===== src/rtl/write_back.sv =====
// Final pipeline stage: commits execute results to the register file, the Flags register
// and data memory. Two-word results and stores take extra cycles and hold execute back.
module write_back #(
  parameter int unsigned FLAGS_INDEX = 31,
  parameter int unsigned REG_INDEX_W = 5
) (
  input  logic                   clock,
  input  logic                   reset,
  input  logic                   in_valid,
  output logic                   in_hold,
  input  logic [31:0]            in_pc,
  input  logic [REG_INDEX_W-1:0] in_destination_register,
  input  logic                   in_is_writing_memory,
  input  logic [3:0]             in_flags,
  input  logic [31:0]            in_destination_value,
  input  logic                   in_has_upper_value,
  input  logic [31:0]            in_upper_value,
  input  logic [31:0]            in_adjustment_value,
  input  logic                   in_has_flushed,
  output logic [REG_INDEX_W-1:0] rd_index,
  input  logic [31:0]            rd_value,
  output logic                   reg_we,
  output logic [REG_INDEX_W-1:0] reg_index,
  output logic [31:0]            reg_value,
  output logic                   flags_we,
  output logic [3:0]             flags_value,
  output logic                   mem_write,
  output logic [31:0]            mem_address,
  output logic [31:0]            mem_data,
  input  logic                   mem_wait,
  output logic                   retire,
  output logic [31:0]            retire_pc
);

  // The register file resolves a same-cycle reg_we/flags_we collision on FLAGS_INDEX itself.
  if (FLAGS_INDEX >= (1 << REG_INDEX_W)) begin : g_flags_index_range
    $error("FLAGS_INDEX does not fit in REG_INDEX_W bits");
  end

  localparam logic [1:0] StIdle  = 2'd0;
  localparam logic [1:0] StUpper = 2'd1;
  localparam logic [1:0] StMem   = 2'd2;

  logic [1:0]             state_q, state_d;
  logic                   reg_we_q, reg_we_d;
  logic [REG_INDEX_W-1:0] reg_index_q, reg_index_d;
  logic [31:0]            reg_value_q, reg_value_d;
  logic                   flags_we_q, flags_we_d;
  logic [3:0]             flags_value_q, flags_value_d;
  logic                   mem_write_q, mem_write_d;
  logic [31:0]            mem_address_q, mem_address_d;
  logic [31:0]            mem_data_q, mem_data_d;
  logic                   retire_q, retire_d;
  logic [31:0]            retire_pc_q, retire_pc_d;
  logic [31:0]            upper_value_q, upper_value_d;
  logic [REG_INDEX_W-1:0] upper_index_q, upper_index_d;
  logic [31:0]            pc_q, pc_d;

  assign in_hold  = (state_q != StIdle);
  assign rd_index = in_destination_register;

  always_comb begin
    state_d       = state_q;
    reg_we_d      = 1'b0;
    reg_index_d   = reg_index_q;
    reg_value_d   = reg_value_q;
    flags_we_d    = 1'b0;
    flags_value_d = flags_value_q;
    mem_write_d   = mem_write_q;
    mem_address_d = mem_address_q;
    mem_data_d    = mem_data_q;
    retire_d      = 1'b0;
    retire_pc_d   = retire_pc_q;
    upper_value_d = upper_value_q;
    upper_index_d = upper_index_q;
    pc_d          = pc_q;

    case (state_q)
      StIdle: begin
        if (in_valid && !in_has_flushed) begin
          if (in_is_writing_memory) begin
            mem_write_d   = 1'b1;
            mem_address_d = rd_value + in_adjustment_value;
            mem_data_d    = in_destination_value;
            pc_d          = in_pc;
            state_d       = StMem;
          end else begin
            reg_we_d      = (in_destination_register != '0);
            reg_index_d   = in_destination_register;
            reg_value_d   = in_destination_value;
            flags_we_d    = 1'b1;
            flags_value_d = in_flags;
            if (in_has_upper_value) begin
              upper_value_d = in_upper_value;
              upper_index_d = in_destination_register + 1'b1;
              pc_d          = in_pc;
              state_d       = StUpper;
            end else begin
              retire_d    = 1'b1;
              retire_pc_d = in_pc;
            end
          end
        end
      end
      StUpper: begin
        reg_we_d    = (upper_index_q != '0);
        reg_index_d = upper_index_q;
        reg_value_d = upper_value_q;
        retire_d    = 1'b1;
        retire_pc_d = pc_q;
        state_d     = StIdle;
      end
      StMem: begin
        // Request stays asserted and stable until memory stops waiting.
        if (!mem_wait) begin
          mem_write_d = 1'b0;
          retire_d    = 1'b1;
          retire_pc_d = pc_q;
          state_d     = StIdle;
        end
      end
      default: state_d = StIdle;
    endcase
  end

  always_ff @(posedge clock) begin
    if (reset) begin
      state_q       <= StIdle;
      reg_we_q      <= 1'b0;
      reg_index_q   <= '0;
      reg_value_q   <= '0;
      flags_we_q    <= 1'b0;
      flags_value_q <= '0;
      mem_write_q   <= 1'b0;
      mem_address_q <= '0;
      mem_data_q    <= '0;
      retire_q      <= 1'b0;
      retire_pc_q   <= '0;
      upper_value_q <= '0;
      upper_index_q <= '0;
      pc_q          <= '0;
    end else begin
      state_q       <= state_d;
      reg_we_q      <= reg_we_d;
      reg_index_q   <= reg_index_d;
      reg_value_q   <= reg_value_d;
      flags_we_q    <= flags_we_d;
      flags_value_q <= flags_value_d;
      mem_write_q   <= mem_write_d;
      mem_address_q <= mem_address_d;
      mem_data_q    <= mem_data_d;
      retire_q      <= retire_d;
      retire_pc_q   <= retire_pc_d;
      upper_value_q <= upper_value_d;
      upper_index_q <= upper_index_d;
      pc_q          <= pc_d;
    end
  end

  assign reg_we      = reg_we_q;
  assign reg_index   = reg_index_q;
  assign reg_value   = reg_value_q;
  assign flags_we    = flags_we_q;
  assign flags_value = flags_value_q;
  assign mem_write   = mem_write_q;
  assign mem_address = mem_address_q;
  assign mem_data    = mem_data_q;
  assign retire      = retire_q;
  assign retire_pc   = retire_pc_q;

endmodule


===== config.mk =====
export PLATFORM = sky130hd
export DESIGN_NAME = write_back
export DESIGN_NICKNAME = d
export VERILOG_FILES = /design/src/rtl/write_back.sv
export SDC_FILE = /design/constraint.sdc
export NUM_CORES = 1
export LEC_CHECK = 0
export ABC_AREA = 1
export CORE_MARGIN = 2
export CORE_UTILIZATION = 40
export CTS_CLUSTER_SIZE = 25
export DETAILED_ROUTE_END_ITERATION = 16
export HOLD_SLACK_MARGIN = 0.05
export PLACE_DENSITY = 0.73
export SLEW_MARGIN = 0
export SYNTH_ARGS = -nofsm -noshare
export SYNTH_HDL_FRONTEND = slang
export SYNTH_SLANG_ARGS = --single-unit

===== constraint.sdc =====
create_clock -name clock -period 1.9 [get_ports clock]
set_input_delay 0.38 -clock clock [delete_from_list [all_inputs] [get_ports clock]]
set_output_delay 0.38 -clock clock [all_outputs]
set_load 0.005 [all_outputs]

-- Yosys cells after proc, flatten, opt, wreduce, memory -nomap -nowiden
Cells that the tools add are included.
- reductions and logical operators: 19
- bitwise operators: 3
- $add $sub $neg: 2
- mux-type cells: 31
- eq/ne operators: 8
- operator list (kind ; number):
    2-to-1 mux 32 bit ; 8
    one-hot mux 32 bit (3 select lines) ; 1
    one-hot mux 32 bit (2 select lines) ; 1
    adder 32 bit ; 1
    AND reduction 3 bit ; 5
    2-to-1 mux 1 bit ; 10
    2-to-1 mux 5 bit ; 2
    != test 2 bit, second input constant ; 5
    one-hot mux 5 bit (2 select lines) ; 1
    nonzero test 5 bit ; 2
    2-to-1 mux 2 bit ; 4
    AND reduction 4 bit ; 2
    nonzero test 2 bit ; 4
    adder 5 x 1 -> 5 bit, second input constant ; 1
    AND reduction 5 bit ; 1
    one-hot mux 1 bit (2 select lines) ; 2
    one-hot mux 2 bit (2 select lines) ; 1
    != test 3 bit, second input constant ; 1
    inverter 1 bit ; 3
    one-hot mux 1 bit (3 select lines) ; 1
    nonzero test 3 bit ; 1
    OR reduction 3 bit ; 1
    equality test 2 x 1 -> 1 bit, second input constant ; 1
    equality test 2 bit, second input constant ; 1
    3 further kinds ; 3
- logic and storage cells: 77
- output and inout port bits: 147
- register bits after elaboration: 212
- input port bits: 176

-- Depth between registers and ports, before layout
- depth in word-level cells: 4
- depth in mapped cells: 13
- mapped depth without buffers: 13

-- Least setup slack after synthesis
Ideal clock, no wire load.
- path type: input to register
- start point: input in_adjustment_value[0]
- end point: register mem_address_q[20], in the netlist mem_address[20]
- cell stages on the path: 12
- arrival time: 1.755 ns
- buffers on the path: 0
- library setup time: 0.109 ns
- slack: 0.036 ns
- required time: 1.791 ns
- cell sequence: ha_1 > fa_1 > nand3_1 > nand3_1 > nand3_1 > nand3_1 > nand3_1 > nand2_1 > nand2_1 > nand3_1 > nand2_1 > inv_1
- word-level cells in the longest chain between the ends: 1
- RTL lines (element ; line ; source):
    start: declaration ; 18 ; input logic [31:0] in_adjustment_value,
    adder 32 bit ; 83 ; mem_address_d = rd_value + in_adjustment_value;
    end signal: assignment ; 150 ; mem_address_q <= mem_address_d;
    end: declaration ; 51 ; logic [31:0] mem_address_q, mem_address_d;
No other way between the ends.
A chain may end at the register's enable or synchronous reset.

-- Final worst setup path
- start point: register mem_address_q[20], in the netlist mem_address[20]
- end point: output mem_address[20]
- RTL lines (element ; line ; source):
    end: declaration ; 28 ; output logic [31:0] mem_address,
No word-level cell between the ends.

==> results.sh <==
export IMPL_utilization_pct=60.8
export IMPL_placed_area_um2=14800
export IMPL_route_detailed_drc=0
export IMPL_power_density_nw_per_um2=826
export IMPL_setup_viol=0
export IMPL_finClkSkew_ns=0.00613
export IMPL_synth_simple_gate_area_share_pct=22.0
export IMPL_end_kind="output port"
export IMPL_syn_nets=1785
export IMPL_drv_cap=0
export IMPL_grt_antenna_before_repair=1
export IMPL_vdd_drop_max_v=0.000792
export IMPL_cts_buffers=25
export IMPL_ys_seq_area_share_pct=40.1
export IMPL_muxShareOfSynthArea_pct=0
export IMPL_cts_htree_levels=1
export IMPL_clock_sinks=212
export IMPL_fin_cells=2282
export IMPL_tightest_slew_ns=0.486
export IMPL_cts_tree="built"
export IMPL_wl_per_cell_um=14.6
export IMPL_fp_dieW_um=167
export IMPL_fillers=2345
export IMPL_finalPower_mw=13.1
export IMPL_yosysUniqueCellTypes=30
export IMPL_start_kind="flop"
export IMPL_yosys_warnings=0
export IMPL_status="complete, no violations"
export IMPL_crit_buf_inv=1
export IMPL_routabilityCongestion=0.894
export IMPL_synth_compound_area_share_pct=20.1
export IMPL_synthAdderAreaFrac_pct=4.56
export IMPL_start_util_pct=40.7
export IMPL_critical_path_max_stage_delay_ns=0.54
export IMPL_viasPerCell=4.94
export IMPL_synth_top_area_share_pct=40.1
export IMPL_yosysTopAreaCell="dfxtp_1"
export IMPL_synth_seq_cells=212
export IMPL_fin_area_um2=15800
export IMPL_path_class="flop to output port"
export IMPL_port_buffers=322
export IMPL_top_usage_layer="met2"
export IMPL_synthTopCellsByArea="dfxtp_1 (40%), nor2_1 (9.9%), nand2_1 (8.6%)"
export IMPL_grt_util_met2_pct=38.4
export IMPL_drtPass1Iterations=7
export IMPL_die_area_um2=27800
export IMPL_hold_ws_ns=0.416
export IMPL_worst_path_max_fanout=2
export IMPL_synth_top_family_by_area="simple AND/OR/NAND/NOR gates"
export IMPL_final_cell_mix="clkdlybuf4s50_1 (320), nor2_1 (275), nand2_1 (229), inv_1 (218), dfxtp_1 (210)"
export IMPL_final_common_cell="clkdlybuf4s50_1"
export IMPL_cp_arrival_ns=1.46
export IMPL_met1_usage_pct=29.5
export IMPL_post_route_min_period_ns=1.84
export IMPL_gr_usage_all_layers_pct=23.0
export IMPL_max_slew_margin_pct=67.6
export IMPL_crit_required_ns=1.52
export IMPL_leakagePower_nw=7.39
export IMPL_crit_family="buffers and inverters"
export IMPL_rsz0062_at_grt="yes"
export IMPL_avgSynthCellArea_um2=6.74
export IMPL_place_inst=2238
export IMPL_synth_cells=1571
export IMPL_path_clk_slew_ns=0.06
export IMPL_drt_total_wl_mm=33.4
export IMPL_max_freq_mhz=544
export IMPL_die_y_um=167
export IMPL_synth_xor_area_share_pct=1.49
export IMPL_synth_area_um2=10600
export IMPL_use_met3_pct=5.44
export IMPL_core_area_um2=26000
export IMPL_area_delta_synth_final_pct=49.3
export IMPL_finalHoldViolCount=0
export IMPL_overflow=0
export IMPL_period_share_pct=96.7
export IMPL_drive_gt1_share_pct=10.1
export IMPL_cts_hold_buf=0
export IMPL_dp_hpwl_mm=24.7
export IMPL_worst_hold_path_type="input port to flop"
export IMPL_nets=2144
export IMPL_clock_path_buffers=3
export IMPL_ant_nets=0
export IMPL_clock_latency_ns=0.52
export IMPL_grt_pass1_wl_mm=53.4
export IMPL_slowest_stage="clkdlybuf4s50_1"
export IMPL_slew_viol_final=0
export IMPL_path_cells="clkdlybuf4s50_1"
export IMPL_root_buffer="clkbuf_16"
export IMPL_io_pins=323
export IMPL_grt_max_degree=65
export IMPL_grt_pass1_vias=10700
export IMPL_initialDrtViolationCount=702
export IMPL_rows=59
export IMPL_vias=11300
## flip-flops by register name (all words and copies together), names as in the netlist
| name | cells |
|---|---|
| mem_address | 32 |
| mem_data | 32 |
| pc_q | 32 |
| reg_value | 32 |
| retire_pc | 32 |
| upper_value_q | 32 |
| reg_index | 5 |
| upper_index_q | 5 |
| flags_value | 4 |
| state_q | 2 |
| flags_we | 1 |
| mem_write | 1 |
| reg_we | 1 |
| retire | 1 |
## report_power, final
group          internal (mW)  leakage, nW  switching (mW)
registers               4.82         1.73           0.190
clock network           2.91        0.411            1.89
logic                   1.64         5.24            1.61
## per-stage QoR
stage                     worst slack, ns  TNS [ns]
after detailed placement           -0.545    -28.75
after floorplan                    0.0361         0
after global routing              -0.0363    -0.145
after CTS                        0.000461         0
after global placement             -0.515    -22.24
final                              0.0630         0
## path summary, 6_finish.rpt
check                          startpoint                             to  slack, ns  cells after the start
max          mem_address[20]$_SDFFE_PP0P_                mem_address[20]       0.06                      1
min                           rd_value[1]    mem_address[1]$_SDFFE_PP0P_       0.42                      4
max reg2reg       state_q[0]$_SDFFE_PP0P_  upper_value_q[8]$_SDFFE_PP0P_       0.17                     12
min reg2reg          pc_q[7]$_SDFFE_PP0P_      retire_pc[7]$_SDFFE_PP0P_       0.49                      2
## cells by family after synthesis
kind of cell | after synthesis
buffers and inverters | 311
flip-flops | 212
AO/OA/AOI/OAI | 406
adder cells (fa/ha/maj) | 38
XOR/XNOR | 18
AND/OR/NAND/NOR | 586
## cell usage after synthesis
cell type	instances
nor2_1	280
nand2_1	242
inv_1	220
dfxtp_1	212
a21oi_1	169
o21ai_0	169
clkbuf_1	48
nand3_1	47
ha_1	37
a211oi_1	33
o21ai_1	29
buf_2	19
buf_4	14
xor2_1	14
inv_2	6
nor3_1	4
xnor2_1	4
buf_1	3
nand4_1	3
nor2_2	3
nor2_4	3
o21bai_1	3
a21o_1	2
and2_1	1
clkinv_1	1
fa_1	1
nand3b_1	1
nor3_4	1
o211ai_1	1
or4_1	1
## routing by layer
| layer | vias to the layer above | wire, um |
|---|---|---|
| met5 | - | 0 |
| met4 | 0 | 1030 |
| met3 | 55 | 2410 |
| met2 | 356 | 15400 |
| met1 | 5149 | 14500 |
| li1 | 5713 | - |
## cell type report
class                   instances  area [um2]  area share [%]
diodes                          1        2.50          0.0158
clock buffers                  34         719            4.55
clock inverters                 9         103           0.649
inverters                     227         857            5.42
multi-input cells            1048        5320            33.6
flip-flops and latches        212        4250            26.9
well taps                     335         419            2.65
repair buffers                416        4140            26.2
## repair_timing
item / 4_1_cts / 5_1_grt
pin swaps: 0 / 11
buffers inserted: 0 / 0
setup endpoints to repair: 4 / 42
resized for setup: 6 / 48
Note: power is estimated with default switching activity, not from simulation.
